### config.mk
export PLATFORM = sky130hd
export DESIGN_NAME = execute_cycle
export DESIGN_NICKNAME = d
export VERILOG_FILES = /design/src/rtl/riscv_pkg.sv /design/src/rtl/execute_cycle_alu.sv /design/src/rtl/execute_cycle.sv
export SDC_FILE = /design/constraint.sdc
export NUM_CORES = 1
export LEC_CHECK = 0
export ABC_CLOCK_PERIOD_IN_PS = 21200
export BUFFER_PORTS_ARGS = -buffer_cell sky130_fd_sc_hd__buf_2
export CAP_MARGIN = 10
export CORE_ASPECT_RATIO = 1.4
export CORE_MARGIN = 2
export CORE_UTILIZATION = 60
export CTS_BUF_LIST = sky130_fd_sc_hd__clkbuf_2
export DETAILED_ROUTE_END_ITERATION = 10
export GPL_TIMING_DRIVEN = 0
export HOLD_SLACK_MARGIN = 0.03
export PLACE_DENSITY = 0.94
export SYNTH_ARGS = -nofsm -noshare
export SYNTH_HDL_FRONTEND = slang
export SYNTH_HIERARCHICAL = 1
export SYNTH_SLANG_ARGS = --single-unit
### constraint.sdc
create_clock -name clk -period 21.2 [get_ports clk]
set_input_delay 4.24 -clock clk [delete_from_list [all_inputs] [get_ports clk]]
set_output_delay 4.24 -clock clk [all_outputs]
set_load 0.01 [all_outputs]
### src/rtl/riscv_pkg.sv
// Shared RV32I pipeline constants: datapath widths, ALU opcodes, forward selects.
package riscv_pkg;

    localparam int DEF_XLEN = 32;
    localparam int DEF_REGW = 5;

    localparam logic [2:0] ALU_ADD = 3'b000;
    localparam logic [2:0] ALU_SUB = 3'b001;
    localparam logic [2:0] ALU_AND = 3'b010;
    localparam logic [2:0] ALU_OR  = 3'b011;
    localparam logic [2:0] ALU_XOR = 3'b100;
    localparam logic [2:0] ALU_SLT = 3'b101;
    localparam logic [2:0] ALU_SLL = 3'b110;
    localparam logic [2:0] ALU_SRL = 3'b111;

    localparam logic [1:0] FWD_RF  = 2'b00;
    localparam logic [1:0] FWD_WB  = 2'b01;
    localparam logic [1:0] FWD_MEM = 2'b10;

endpackage

### src/rtl/execute_cycle_alu.sv
// Combinational RV32I ALU with zero flag for branch resolution.
module alu
    import riscv_pkg::*;
#(
    parameter int XLEN = DEF_XLEN
) (
    input  logic [XLEN-1:0] SrcA,
    input  logic [XLEN-1:0] SrcB,
    input  logic [2:0]      ALUControl,
    output logic [XLEN-1:0] Result,
    output logic            Zero
);

    logic w_lt;

    assign w_lt = $signed(SrcA) < $signed(SrcB);

    always_comb begin
        Result = '0;
        case (ALUControl)
            ALU_ADD: Result = SrcA + SrcB;
            ALU_SUB: Result = SrcA - SrcB;
            ALU_AND: Result = SrcA & SrcB;
            ALU_OR:  Result = SrcA | SrcB;
            ALU_XOR: Result = SrcA ^ SrcB;
            ALU_SLT: Result = {{(XLEN-1){1'b0}}, w_lt};
            ALU_SLL: Result = SrcA << SrcB[4:0];
            ALU_SRL: Result = SrcA >> SrcB[4:0];
            default: Result = '0;
        endcase
    end

    assign Zero = (Result == '0);

endmodule

### src/rtl/execute_cycle.sv
// EX stage: operand forwarding, ALU, beq/bne resolution and the EX/MEM register.
module execute_cycle
    import riscv_pkg::*;
#(
    parameter int XLEN = DEF_XLEN,
    parameter int REGW = DEF_REGW
) (
    input  logic            clk,
    input  logic            rst,
    input  logic            RegWriteE,
    input  logic            MemWriteE,
    input  logic            ResultSrcE,
    input  logic            BranchE,
    input  logic            BranchNeE,
    input  logic            ALUSrcE,
    input  logic [2:0]      ALUControlE,
    input  logic [XLEN-1:0] RD1_E,
    input  logic [XLEN-1:0] RD2_E,
    input  logic [XLEN-1:0] Imm_Ext_E,
    input  logic [REGW-1:0] RD_E,
    input  logic [XLEN-1:0] PCE,
    input  logic [XLEN-1:0] PCPlus4E,
    input  logic [XLEN-1:0] ResultW,
    input  logic [1:0]      ForwardAE,
    input  logic [1:0]      ForwardBE,
    input  logic            FlushE,
    output logic            PCSrcE,
    output logic [XLEN-1:0] PCTargetE,
    output logic            RegWriteM,
    output logic            MemWriteM,
    output logic            ResultSrcM,
    output logic [REGW-1:0] RD_M,
    output logic [XLEN-1:0] ALU_ResultM,
    output logic [XLEN-1:0] WriteDataM,
    output logic [XLEN-1:0] PCPlus4M
);

    logic [XLEN-1:0] w_src_a, w_fwd_b, w_src_b, w_alu_result;
    logic            w_zero;

    logic            r_reg_write, r_mem_write, r_result_src;
    logic [REGW-1:0] r_rd;
    logic [XLEN-1:0] r_alu_result, r_write_data, r_pc_plus4;

    // MEM forward uses the registered result, so a back-to-back dependence sees edge n's value.
    always_comb begin
        case (ForwardAE)
            FWD_WB:  w_src_a = ResultW;
            FWD_MEM: w_src_a = r_alu_result;
            default: w_src_a = RD1_E;
        endcase
        case (ForwardBE)
            FWD_WB:  w_fwd_b = ResultW;
            FWD_MEM: w_fwd_b = r_alu_result;
            default: w_fwd_b = RD2_E;
        endcase
    end

    assign w_src_b = ALUSrcE ? Imm_Ext_E : w_fwd_b;

    alu #(.XLEN(XLEN)) u_alu (
        .SrcA       (w_src_a),
        .SrcB       (w_src_b),
        .ALUControl (ALUControlE),
        .Result     (w_alu_result),
        .Zero       (w_zero)
    );

    assign PCSrcE    = BranchE & (w_zero ^ BranchNeE);
    assign PCTargetE = PCE + Imm_Ext_E;

    always_ff @(posedge clk) begin
        if (rst) begin
            r_reg_write  <= 1'b0;
            r_mem_write  <= 1'b0;
            r_result_src <= 1'b0;
            r_rd         <= '0;
            r_alu_result <= '0;
            r_write_data <= '0;
            r_pc_plus4   <= '0;
        end else begin
            // A flushed slot only needs its side-effect controls killed; data is don't-care.
            r_reg_write  <= RegWriteE & ~FlushE;
            r_mem_write  <= MemWriteE & ~FlushE;
            r_rd         <= FlushE ? '0 : RD_E;
            r_result_src <= ResultSrcE;
            r_alu_result <= w_alu_result;
            r_write_data <= w_fwd_b;
            r_pc_plus4   <= PCPlus4E;
        end
    end

    assign RegWriteM   = r_reg_write;
    assign MemWriteM   = r_mem_write;
    assign ResultSrcM  = r_result_src;
    assign RD_M        = r_rd;
    assign ALU_ResultM = r_alu_result;
    assign WriteDataM  = r_write_data;
    assign PCPlus4M    = r_pc_plus4;

endmodule

==> flow_summary.toml, run 1 <==
[synthesis]
synth-edff-count = 0
synth_top_cell_by_area = "dfxtp_1"
synth.avg_cell_area_sq_um = 7.29
synthTopCellsByArea = "dfxtp_1, ha_1, mux4_2, a21oi_1, o21ai_0"
synth_fp_nets = 2488
async_flop_share_pct = 0
synthFlopType = "dfxtp_1"
ys_ff_latch = 104
netlist.area_leader.share_pct = 13.3
netlist_area_sq_um = 15600
yosys_warnings = 6
synth.distinct_cells = 93
yosysSeqAreaShare_pct = 13.3
synthCells = 2140

[placement]
io_buffers = 347
gp_congestion = 1.46
pre_cts_slack_ps = 4600
hpwl_mm = 60.3
place_area_sq_um = 17800

[cts]
clock-sinks = 104
cts_hold_buf = 0
clock_tree.root_cell = "clkbuf_2"
clock_path_buffers = 2
cts_resized = 0
htree_levels = 3
cts_setup_buffers = 0
cts_buffers = 9

[grt]
overflow = 2
grt_max_degree = 20
grt_pass1_wl_mm = 124
grt_pass1_vias = 21950
track_usage_pct = 58.8

[outcome]
status = "stopped before the end"
haltStage = "global routing"
stop_error = "[ERROR GRT-0116] Global routing finished with congestion. Check the congestion regions in the DRC Viewer."

[floorplanning]
chipWidth_um = 140
start_util_pct = 61.3
die_h_um = 195
io_pins = 350
core.rowCount = 69
layer usage:
layer,global-route usage (%),GRT overflow
met1,59.5,0
met4,52.0,2
met5,9.62,0
met3,40.0,0
met2,79.9,0
per-stage QoR:
step | std cells | util, %
floorplan | 2140 | -
global placement | 2806 | 69.7
detailed placement | 2813 | 69.8
CTS | 2829 | 70.3
cells in the mapped netlist, types with 39 or more instances:
cell type  number
mux2i_1        66
nor2b_1        81
a22oi_1        75
a21oi_1       171
nor2_1        215
dfxtp_1       104
mux4_2         39
o21ai_0       164
clkbuf_1      123
a211oi_1       41
inv_1         105
nand2_1       193
ha_1          132
cell families after synthesis:
group	Yosys count	share of synthesized area, %
fa+ha+maj	135	11.0
buf+inv	278	7.13
simple gates	695	21.2
xor+xnor	49	2.75
mux	145	13.0
compound gates	734	31.6
flops	104	13.3
==> inputs of run 2 (changes only) <==
--- a/config.mk
+++ b/config.mk
@@ -8,14 +8,11 @@
 export ABC_CLOCK_PERIOD_IN_PS = 21200
 export BUFFER_PORTS_ARGS = -buffer_cell sky130_fd_sc_hd__buf_2
 export CAP_MARGIN = 10
-export CORE_ASPECT_RATIO = 1.4
 export CORE_MARGIN = 2
-export CORE_UTILIZATION = 60
-export CTS_BUF_LIST = sky130_fd_sc_hd__clkbuf_2
+export CORE_UTILIZATION = 40
 export DETAILED_ROUTE_END_ITERATION = 10
 export GPL_TIMING_DRIVEN = 0
-export HOLD_SLACK_MARGIN = 0.03
-export PLACE_DENSITY = 0.94
+export PLACE_DENSITY_LB_ADDON = 0.15
 export SYNTH_ARGS = -nofsm -noshare
 export SYNTH_HDL_FRONTEND = slang
 export SYNTH_HIERARCHICAL = 1
==> run 2 against run 1 <==
  * The run now ends clean
  * Synthesized cell count is the same
  * Area after synthesis stayed put
==> flow_summary.toml, run 2 <==
[finish]
fin_nets = 2864
ff_latch_area_sq_um = 2080
final_util_pct = 47.9
layout_commonest_cell = "buf_2"
fillers = 4065
multi_input_area_sq_um = 12400
mostFrequentLayoutCells = "buf_2, nor2_1, nand2_1"
layout-drive-gt1-share_pct = 20.3
area_delta_synth_final_pct = 18.3

[floorplanning]
die_h_um = 202
core-area_sq_um = 38600
dieArea_sq_um = 40600
start_util_pct = 40.5
core.rowCount = 72
io_pins = 350
chipWidth_um = 202

[synthesis]
synth-xor-area-share_pct = 2.75
synth_fp_nets = 2488
yosysSeqAreaShare_pct = 13.3
yosys_warnings = 6
synth-edff-count = 0
ys_top_cells_by_count = "nor2_1, nand2_1, a21oi_1"
synth_top_family_by_area = "compound AO/OA/AOI/OAI gates"
synthMuxAreaShare_pct = 13.0
netlist_area_sq_um = 15600
netlist.area_leader.share_pct = 13.3
synth_compound_area_share_pct = 31.6
synthAdderAreaFrac_pct = 11.0
synth.avg_cell_area_sq_um = 7.29
async_flop_share_pct = 0
synthCells = 2140
synthMostInstantiatedCell = "nor2_1"
synthTopCellsByArea = "dfxtp_1, ha_1, mux4_2, a21oi_1, o21ai_0"
synth_top_cell_by_area = "dfxtp_1"
ys_ff_latch = 104
synth_simple_gate_area_share_pct = 21.2
synth.distinct_cells = 93
synthFlopType = "dfxtp_1"

[grt]
grt_max_degree = 22
grt_pass1_wl_mm = 126
track_usage_pct = 41.8
antenna_found_initial = 4
gr-usage-met1_pct = 54.8
grt_pass1_vias = 18554
top_usage_layer = "met2"
met2_usage_pct = 63.3
overflow = 0
use_met3_pct = 11.5

[cts]
clock_latency_ps = 370
cts_resized = 0
clock_tree.root_cell = "clkbuf_16"
clk_pin_slew_ps = 70
htree_levels = 3
tritoncts = "done"
clock-sinks = 104
cts_buffers = 9
cts_setup_buffers = 0
cts_hold_buf = 0
clock_path_buffers = 2

[critical_path]
worstSetupPathType = "in2out"
rrSetupSlack_ps = 14030
slowest_delay_ps = 690
worstSetupEndpointType = "primary output"
required_ps = 16960
critPathSlowestCell = "clkbuf_1"
critPathMaxFanout = 11
cp-start-kind = "primary input"
critPathArrivalTime_ps = 13200
crit_top_cell = "clkbuf_1"

[sta]
finClkSkew_ps = 12.5
setup_tns_ps = 0
rsz0062_at_grt = "no"
tightest_slew_ps = 1350
finalCriticalPeriod_ps = 17440
final_hold_viol_count = 0
drv_slew = 0
fin_crit_sh_pct = 82.3
fmax_mhz = 57.3
finalWorstSetupSlack_ps = 3760
max_slew_margin_pct = 9.26
setup_viol = 0
fin_hold_ws_ps = 684

[power_and_ir_drop]
switching_share_pct = 52.2
max-vdd-ir-drop_v = 0.0000405
pwr-share-seq_pct = 19.3
internal_power_uw = 559
clkPwrFrac_pct = 14.8
p_leak_uw = 0.00811
p_switching_uw = 611
pwr_density_cell_nw_per_um2 = 63.4
power_frac_comb_pct = 65.9
p_total_uw = 1170

[placement]
gp_congestion = 1.09
hpwl_mm = 73.5
pre_cts_slack_ps = 3980
io_buffers = 347

[routing]
drt-total-wl_mm = 88.9
antenna_left = 0
remaining_drc_errors = 0
via_per_inst = 6.57
vias = 19995
dr.pass1.iters = 6
drt_iter0_drc = 2560
wl_per_cell_um = 29.2

[hold_path]
hold_path.class = "reg2reg"

[flow_run]
max_cap_violations = 0

[outcome]
status = "completed"
## run 2: cell counts after synthesis
No cell type changed its count.
## run 2: power groups by stage
stage	registers, uW	clock network (uW)	logic, uW
2_1_floorplan	234	0	443
3_3_place_gp	230	0	725
3_5_place_dp	230	0	730
4_1_cts	226	176	734
5_1_grt	227	183	804
6_report	226	173	770
## run 2: per-stage QoR
| step | area, sq um | cells |
|---|---|---|
| after floorplan | 15600 | 2140 |
| after global placement | 18000 | 3005 |
| after detailed placement | 18100 | 3020 |
| after CTS | 18400 | 3036 |
| after global routing | 18500 | 3042 |
| final | 18500 | 3044 |
## run 2: kinds of logic after synthesis
| family | count (synthesis) |
|---|---|
| DFF | 104 |
| xor gates and xnor gates | 49 |
| AOI/OAI and AO/OA | 734 |
| adders and majority gates | 135 |
| muxes | 145 |
| and+or+nand+nor | 695 |
| buffers and inverters | 278 |
## run 2: final timing paths
path                   startpoint              end  cells past startpoint
hold reg to reg   ALU_ResultM[14]   WriteDataM[14]                      4
hold / removal    ALU_ResultM[14]   WriteDataM[14]                      4
setup / recovery     ForwardBE[0]           PCSrcE                     30
setup reg to reg   ALU_ResultM[1]  ALU_ResultM[31]                     20
## run 2: worst max-delay path: cells and delay by family
family	cells	cell delay, ps
xor gates and xnor gates	1	160
AOI/OAI and AO/OA	8	2300
adders and majority gates	2	670
and+or+nand+nor	8	2310
buffers and inverters	11	3500
## run 2: layer usage
metal	up-vias	share of wire (%)
met3	293	12
met5	-	0
met1	9454	40
met2	1577	42
met4	0	5.9
li1	8671	-
## run 2: layout make-up
type                            count  area share [%]
Antenna cell                        5          0.0678
Buffer                            171            3.85
Clock buffer                        9            1.22
Clock inverter                      7           0.468
Inverter                          107            2.18
Multi-Input combinational cell   1758            67.3
Sequential cell                   104            11.3
Tap cell                          518            3.51
Timing Repair Buffer              365            10.2
(Power assumes the default switching activity.)
